===== src/rtl/flash_arb_pkg.sv =====
// ---------------------------------------------------------------------------
// flash_arb_pkg
// Shared definitions for the SPI flash pin arbiter: FSM state encoding,
// owner codes, default parameter values and the idle pin levels.
// ---------------------------------------------------------------------------
package flash_arb_pkg;

    typedef enum logic [1:0] {
        ST_IDLE     = 2'd0,
        ST_OWN_ROM  = 2'd1,
        ST_OWN_PROG = 2'd2,
        ST_GUARD    = 2'd3
    } arb_state_t;

    // Owner code 2'b11 is never driven.
    localparam logic [1:0] OWNER_NONE = 2'b00;
    localparam logic [1:0] OWNER_ROM  = 2'b01;
    localparam logic [1:0] OWNER_PROG = 2'b10;

    localparam int unsigned DEF_GUARD_CYCLES  = 4;
    localparam int unsigned DEF_PROG_PRIORITY = 1;

    // Guard counter width covers the legal GUARD_CYCLES range 1..255.
    localparam int unsigned GUARD_CNT_W = 8;

    // Pin levels whenever nobody owns the flash (IDLE and GUARD).
    localparam logic IDLE_CS_N = 1'b1;
    localparam logic IDLE_CLK  = 1'b0;
    localparam logic IDLE_MOSI = 1'b0;
    localparam logic IDLE_MISO = 1'b1;

endpackage : flash_arb_pkg


===== src/rtl/flash_guard_timer.sv =====
// ---------------------------------------------------------------------------
// flash_guard_timer
// Counts the idle gap between two flash owners. A load pulse arms the
// counter with GUARD_CYCLES-1; it then decrements once per clock and raises
// o_done for exactly one cycle when it has reached zero, so the arbiter
// spends exactly GUARD_CYCLES cycles in its guard state.
//
// Ports:
//   clk     in  system clock
//   rst_n   in  asynchronous active-low reset (counter cleared)
//   i_load  in  arm the counter (asserted on the edge that enters GUARD)
//   o_done  out single-cycle pulse: guard interval complete
// ---------------------------------------------------------------------------
module flash_guard_timer
    import flash_arb_pkg::*;
#(
    parameter int unsigned GUARD_CYCLES = DEF_GUARD_CYCLES
) (
    input  logic clk,
    input  logic rst_n,
    input  logic i_load,
    output logic o_done
);

    localparam logic [GUARD_CNT_W-1:0] LOAD_VAL = GUARD_CNT_W'(GUARD_CYCLES - 1);

    logic [GUARD_CNT_W-1:0] r_count;
    logic                   r_active;

    always_ff @(posedge clk or negedge rst_n) begin
        if (!rst_n) begin
            r_count  <= '0;
            r_active <= 1'b0;
        end else if (i_load) begin
            r_count  <= LOAD_VAL;
            r_active <= 1'b1;
        end else if (r_count != '0) begin
            r_count  <= r_count - 1'b1;
        end else begin
            r_active <= 1'b0;
        end
    end

    // r_active keeps the done pulse to the single cycle after the count
    // reaches zero; an idle counter sitting at zero does not report done.
    assign o_done = r_active && (r_count == '0);

endmodule : flash_guard_timer


===== src/rtl/flash_arbiter.sv =====
// ---------------------------------------------------------------------------
// flash_arbiter
// Shares one SPI flash between the ROM fetch controller and the UART flash
// programmer. A registered FSM (IDLE / OWN_ROM / OWN_PROG / GUARD) grants
// ownership; while a requester owns the flash its SPI drive is passed
// straight through to the pins. Ownership changes always pass through a
// GUARD interval of GUARD_CYCLES idle pin cycles.
//
// Parameters:
//   GUARD_CYCLES   idle cycles between owners (1..255)
//   PROG_PRIORITY  1: programmer wins ties and may preempt the ROM fetcher
//                  0: ROM fetcher wins ties and may preempt the programmer
//
// Ports:
//   clk, rst_n                        clock, async active-low reset
//   rom_req  / rom_gnt                ROM fetcher request / grant
//   rom_spi_clk/mosi/cs_n, rom_spi_miso    ROM fetcher SPI drive / readback
//   prog_req / prog_gnt               programmer request / grant
//   prog_spi_clk/mosi/cs_n, prog_spi_miso  programmer SPI drive / readback
//   flash_clk/mosi/cs_n, flash_miso   physical flash pins
//   busy                              high in any state except IDLE
//   owner                             00 none, 01 ROM, 10 programmer
// ---------------------------------------------------------------------------
module flash_arbiter
    import flash_arb_pkg::*;
#(
    parameter int unsigned GUARD_CYCLES  = DEF_GUARD_CYCLES,
    parameter int unsigned PROG_PRIORITY = DEF_PROG_PRIORITY
) (
    input  logic       clk,
    input  logic       rst_n,

    input  logic       rom_req,
    output logic       rom_gnt,
    input  logic       rom_spi_clk,
    input  logic       rom_spi_mosi,
    input  logic       rom_spi_cs_n,
    output logic       rom_spi_miso,

    input  logic       prog_req,
    output logic       prog_gnt,
    input  logic       prog_spi_clk,
    input  logic       prog_spi_mosi,
    input  logic       prog_spi_cs_n,
    output logic       prog_spi_miso,

    output logic       flash_clk,
    output logic       flash_mosi,
    output logic       flash_cs_n,
    input  logic       flash_miso,

    output logic       busy,
    output logic [1:0] owner
);

    localparam bit PROG_WINS = (PROG_PRIORITY != 0);

    arb_state_t r_state;
    logic       r_rom_gnt;
    logic       r_prog_gnt;
    logic       r_busy;
    logic [1:0] r_owner;

    logic w_prog_first;
    logic w_rom_leave;
    logic w_prog_leave;
    logic w_guard_load;
    logic w_guard_done;

    // A tie in IDLE goes to the higher-priority requester.
    assign w_prog_first = prog_req && (PROG_WINS || !rom_req);

    // An owner leaves only while its chip select is high, so a flash
    // command is never cut: either it released its request, or the
    // higher-priority requester is waiting.
    assign w_rom_leave  = rom_spi_cs_n  && (!rom_req  || ( PROG_WINS && prog_req));
    assign w_prog_leave = prog_spi_cs_n && (!prog_req || (!PROG_WINS && rom_req));

    assign w_guard_load = ((r_state == ST_OWN_ROM)  && w_rom_leave) ||
                          ((r_state == ST_OWN_PROG) && w_prog_leave);

    flash_guard_timer #(
        .GUARD_CYCLES (GUARD_CYCLES)
    ) u_guard (
        .clk    (clk),
        .rst_n  (rst_n),
        .i_load (w_guard_load),
        .o_done (w_guard_done)
    );

    always_ff @(posedge clk or negedge rst_n) begin
        if (!rst_n) begin
            r_state    <= ST_IDLE;
            r_rom_gnt  <= 1'b0;
            r_prog_gnt <= 1'b0;
            r_owner    <= OWNER_NONE;
            r_busy     <= 1'b0;
        end else begin
            case (r_state)
                ST_IDLE: begin
                    if (w_prog_first) begin
                        r_state    <= ST_OWN_PROG;
                        r_prog_gnt <= 1'b1;
                        r_owner    <= OWNER_PROG;
                        r_busy     <= 1'b1;
                    end else if (rom_req) begin
                        r_state   <= ST_OWN_ROM;
                        r_rom_gnt <= 1'b1;
                        r_owner   <= OWNER_ROM;
                        r_busy    <= 1'b1;
                    end
                end
                ST_OWN_ROM: begin
                    if (w_rom_leave) begin
                        r_state   <= ST_GUARD;
                        r_rom_gnt <= 1'b0;
                        r_owner   <= OWNER_NONE;
                    end
                end
                ST_OWN_PROG: begin
                    if (w_prog_leave) begin
                        r_state    <= ST_GUARD;
                        r_prog_gnt <= 1'b0;
                        r_owner    <= OWNER_NONE;
                    end
                end
                ST_GUARD: begin
                    if (w_guard_done) begin
                        r_state <= ST_IDLE;
                        r_busy  <= 1'b0;
                    end
                end
                default: begin
                    r_state    <= ST_IDLE;
                    r_rom_gnt  <= 1'b0;
                    r_prog_gnt <= 1'b0;
                    r_owner    <= OWNER_NONE;
                    r_busy     <= 1'b0;
                end
            endcase
        end
    end

    assign rom_gnt  = r_rom_gnt;
    assign prog_gnt = r_prog_gnt;
    assign owner    = r_owner;
    assign busy     = r_busy;

    // Pin mux keys off the registered state: the cycle a grant falls the
    // pins are already idle, which masks any late chip-select drop from the
    // requester that just lost ownership. Reset forces IDLE asynchronously,
    // so the pins go idle without waiting for a clock.
    always_comb begin
        flash_cs_n    = IDLE_CS_N;
        flash_clk     = IDLE_CLK;
        flash_mosi    = IDLE_MOSI;
        rom_spi_miso  = IDLE_MISO;
        prog_spi_miso = IDLE_MISO;
        case (r_state)
            ST_OWN_ROM: begin
                flash_cs_n   = rom_spi_cs_n;
                flash_clk    = rom_spi_clk;
                flash_mosi   = rom_spi_mosi;
                rom_spi_miso = flash_miso;
            end
            ST_OWN_PROG: begin
                flash_cs_n    = prog_spi_cs_n;
                flash_clk     = prog_spi_clk;
                flash_mosi    = prog_spi_mosi;
                prog_spi_miso = flash_miso;
            end
            default: ;
        endcase
    end

endmodule : flash_arbiter

===== config.mk =====
export PLATFORM = sky130hd
export DESIGN_NAME = flash_arbiter
export DESIGN_NICKNAME = d
export VERILOG_FILES = /design/src/rtl/flash_arb_pkg.sv /design/src/rtl/flash_guard_timer.sv /design/src/rtl/flash_arbiter.sv
export SDC_FILE = /design/constraint.sdc
export NUM_CORES = 1
export LEC_CHECK = 0
export ABC_AREA = 1
export CAP_MARGIN = 25
export CORE_ASPECT_RATIO = 0.5
export CORE_MARGIN = 2
export CORE_UTILIZATION = 39
export DETAILED_ROUTE_END_ITERATION = 7
export PLACE_DENSITY = 0.64
export SLEW_MARGIN = 10
export SYNTH_ARGS = -nofsm -noshare
export SYNTH_HDL_FRONTEND = slang
export SYNTH_SLANG_ARGS = --single-unit

===== constraint.sdc =====
create_clock -name clk -period 1.3 [get_ports clk]
set_input_delay 0.26 -clock clk [delete_from_list [all_inputs] [get_ports clk]]
set_output_delay 0.26 -clock clk [all_outputs]
set_load 0.1 [all_outputs]

==> summary.txt <==
Run status
  – Outcome: finished with violations
  – Failing checks: negative setup slack

Place
  – Worst-case setup slack after placement: -293 ps
  – Placed Cells: around 220
  – IO Port Bufs: 20
  – Detailed-placement wirelength estimate: slightly above 2000 µm
  – Routability congestion estimate from global placement: approximately 0.8

Clock network
  – Number of levels in the clock H-tree: 1
  – Root buf cell: clkbuf_8
  – Clk Latency, worst-skew pair: between 200 and 300 ps
  – Deepest clock path buffer count: 2
  – TritonCTS buffer count: 3
  – CTS tree: done
  – Clock tree sinks: 16
  – Clock transition at the registers of the reported paths: approximately 70 ps

Synthesis
  – Number of unique standard cell types used by synthesis: 25
  – Post-synthesis cell area: ~1100 µm²
  – Post-Synthesis Mean Instance Area: 7.34 µm²
  – Yosys top cell by area: dfrtp_1
  – Net count of the mapped netlist: about 160
  – Post-Syn Instances: between 100 and 150
  – Area share of the leading cell type in the synthesized netlist: a little under two fifths
  – Total of warnings raised by yosys: 0
  – Top FF cell, synth: dfrtp_1
  – Post-synth EDFFs: 0
  – Post-synthesis sequential area ratio: around 38%
  – Flip-flop and latch count after synthesis: 16
  – Largest cells by area after synthesis: dfrtp_1 (38%), nand2_1 (14%), ha_1 (7.1%)
  – Asr flop ratio synth: 100%

Critical path
  – Number of cell instances on the worst register-to-register path: 10
  – Cell type with the highest occurrence count on the critical path: inv_2
  – Count of buffer and inverter cells on the critical path: 3
  – Required time of the critical path: ~1000 ps
  – Maximum cell stage delay along the critical path: 400 ps
  – Sequence of cells on the critical path: inv_2, ha_4, inv_2, o211ai_1, buf_12
  – Worst reg2reg setup slack: -240 ps
  – Critical setup path kind: flip-flop to output pin
  – Cell count along the critical path: 5
  – Category of cells accounting for the largest share of critical-path delay: flip-flops
  – Critical path fanouts, max: 4
  – CP Capture Point: flash_cs_n
  – Critical Path Sink Type: output pin
  – Beginning of the worst register-to-register path: r_state[1]
  – Startpoint class of the critical path: flip-flop
  – Launch point of the critical path: r_state[0]
  – Slowest cell on the critical path: dfrtp_1
  – Data arrival time at the worst-slack endpoint: roughly 1400 ps
  – Reg-to-reg endpoint: u_guard.r_count[0]

Global routing
  – Antenna violations before repair: 0
  – Pin count of the biggest net entering global routing: 17
  – Global-route wire length before repair: approximately 4200 µm
  – Residual overflow from global routing: 0
  – Number of global-route vias before repair: 1026
  – Global routing usage summed across all routing layers: 17.9%

Cells and area
  – Count of non-filler cells in the finished layout: 232
  – Number of inserted diodes: 0
  – Top library cells by usage in the layout, fill and taps aside: nand2_1 (35), buf_4 (26), dfrtp_1 (16)
  – Layout cells sized above 1: between 40% and 50%
  – Synthesis-to-finish area growth: 73.0%
  – Net count of the finished layout: between 200 and 250
  – Commonest non-fill, non-tap cell in the layout: nand2_1

Timing
  – Worst Slack Setup Final: -366 ps
  – Slew at the pin with the worst max-slew slack: approximately 270 ps
  – Count of endpoints failing hold in the final timing report: 0
  – Relative max-transition margin: slightly above 80%
  – Post-route clock period utilization: 128%
  – RSZ-0062 raised after global routing: yes
  – Maximum achievable frequency: 600 MHz
  – Worst Clk Skew: approximately 3.4 ps
  – Final setup violation count: 19
  – TNS Setup: -3800 ps
  – Final Critical Period: between 1500 and 2000 ps
  – Final count of pins violating max slew: 0

Worst hold path
  – Worst Hold Class: input pin to async pin

Route
  – ANT nets after route: 0
  – Total wire length after detailed routing: between 2000 and 3000 µm
  – DRC viols: 0
  – First-iteration detailed-routing DRC count: 29
  – Via count of the routed design: 1117
  – Ratio of routed vias to standard cells: ~4.8
  – Count of TritonRoute iterations in the first routing pass: 4
  – Average wire length per cell after detail routing: 11.6 µm

Floorplan
  – IO Pins: 21
  – Number of standard-cell rows in the floorplan: 13
  – Effective utilization at floorplan: 40.9%
  – Vertical extent of the die: a little over 40 µm
  – Placeable Area: around 2600 µm²
  – Die outline width: 77.6 µm
  – Area of the die: around 3200 µm²

Flow run
  – Maxcap violations: 0
==> flip-flops by register name (all words and copies together), names as in the netlist <==
signal            flops
prog_gnt              1
r_state               2
u_guard.r_active      1
u_guard.r_count       8
owner                 2
busy                  1
rom_gnt               1
==> synth_stat cells, types with 2 or more instances <==
library cell and n:
inv_1 18, nand2_2 6, a21oi_1 4, inv_2 3, o21ai_1 2, nand3_1 12
dfrtp_1 16, nor2_1 13, nor2_2 2, ha_1 6, nand2_4 2, nand2_1 40
o21ai_0 8
==> worst min-delay path by stage <==
stage	start	end	slack, ps	cells after the start
2_1_floorplan	rst_n	busy	-40	0
3_3_place_gp	u_guard.r_active	u_guard.r_active	490	2
3_5_place_dp	u_guard.r_active	u_guard.r_active	500	2
4_1_cts	rst_n	u_guard.r_count[1]	330	2
5_1_grt	rst_n	u_guard.r_count[1]	330	2
6_report	rst_n	u_guard.r_count[4]	330	2
==> routing by layer <==
metal  global-route usage (%)  up-vias  part of all wire [%]
li1                         -      559                     -
met5                        0        -                     0
met3                     5.95        4                   4.7
met1                     19.0      522                    42
met2                     36.4       32                    52
met4                     4.91        0                  0.70
==> cell type report <==
class | count | area, µm²
Clock buffer | 4 | 55.1
Fill cell | 201 | 757
Inverter | 23 | 96.3
Multi-Input combinational cell | 105 | 722
Sequential cell | 16 | 400
Tap cell | 37 | 46.3
Timing Repair Buffer | 47 | 509
==> stage by stage <==
step,cell area (µm²),hold slack (ps),utilization [%]
after global placement,1600,487,61.8
after floorplan,1090,-35.6,-
final,1830,325,70.7
after global routing,1830,334,70.7
after CTS,1760,329,68.0
after detailed placement,1600,498,61.8
==> repair_timing <==
item / 4_1_cts / 5_1_grt
buffers inserted: 4 / 2
hold buffers: 0 / 0
pin swaps: 8 / 10
cloned: 0 / 0
endpoints found under the setup margin: 20 / 21
gates resized for setup: 19 / 15
==> logic make-up (layout without fill, tap and decap cells) <==
logic type,count (synthesis),after routing,share of synthesized area [%]
simple gates,80,80,36.3
buf+inv,23,74,8.40
compound gates,18,18,9.47
flops,16,16,37.9
fa+ha+maj,6,6,7.10
xor+xnor,1,1,0.829
Power is left out: the tool's default activity adds up to more than one toggle a clock period on the data nets, which glitch-free logic cannot reach.
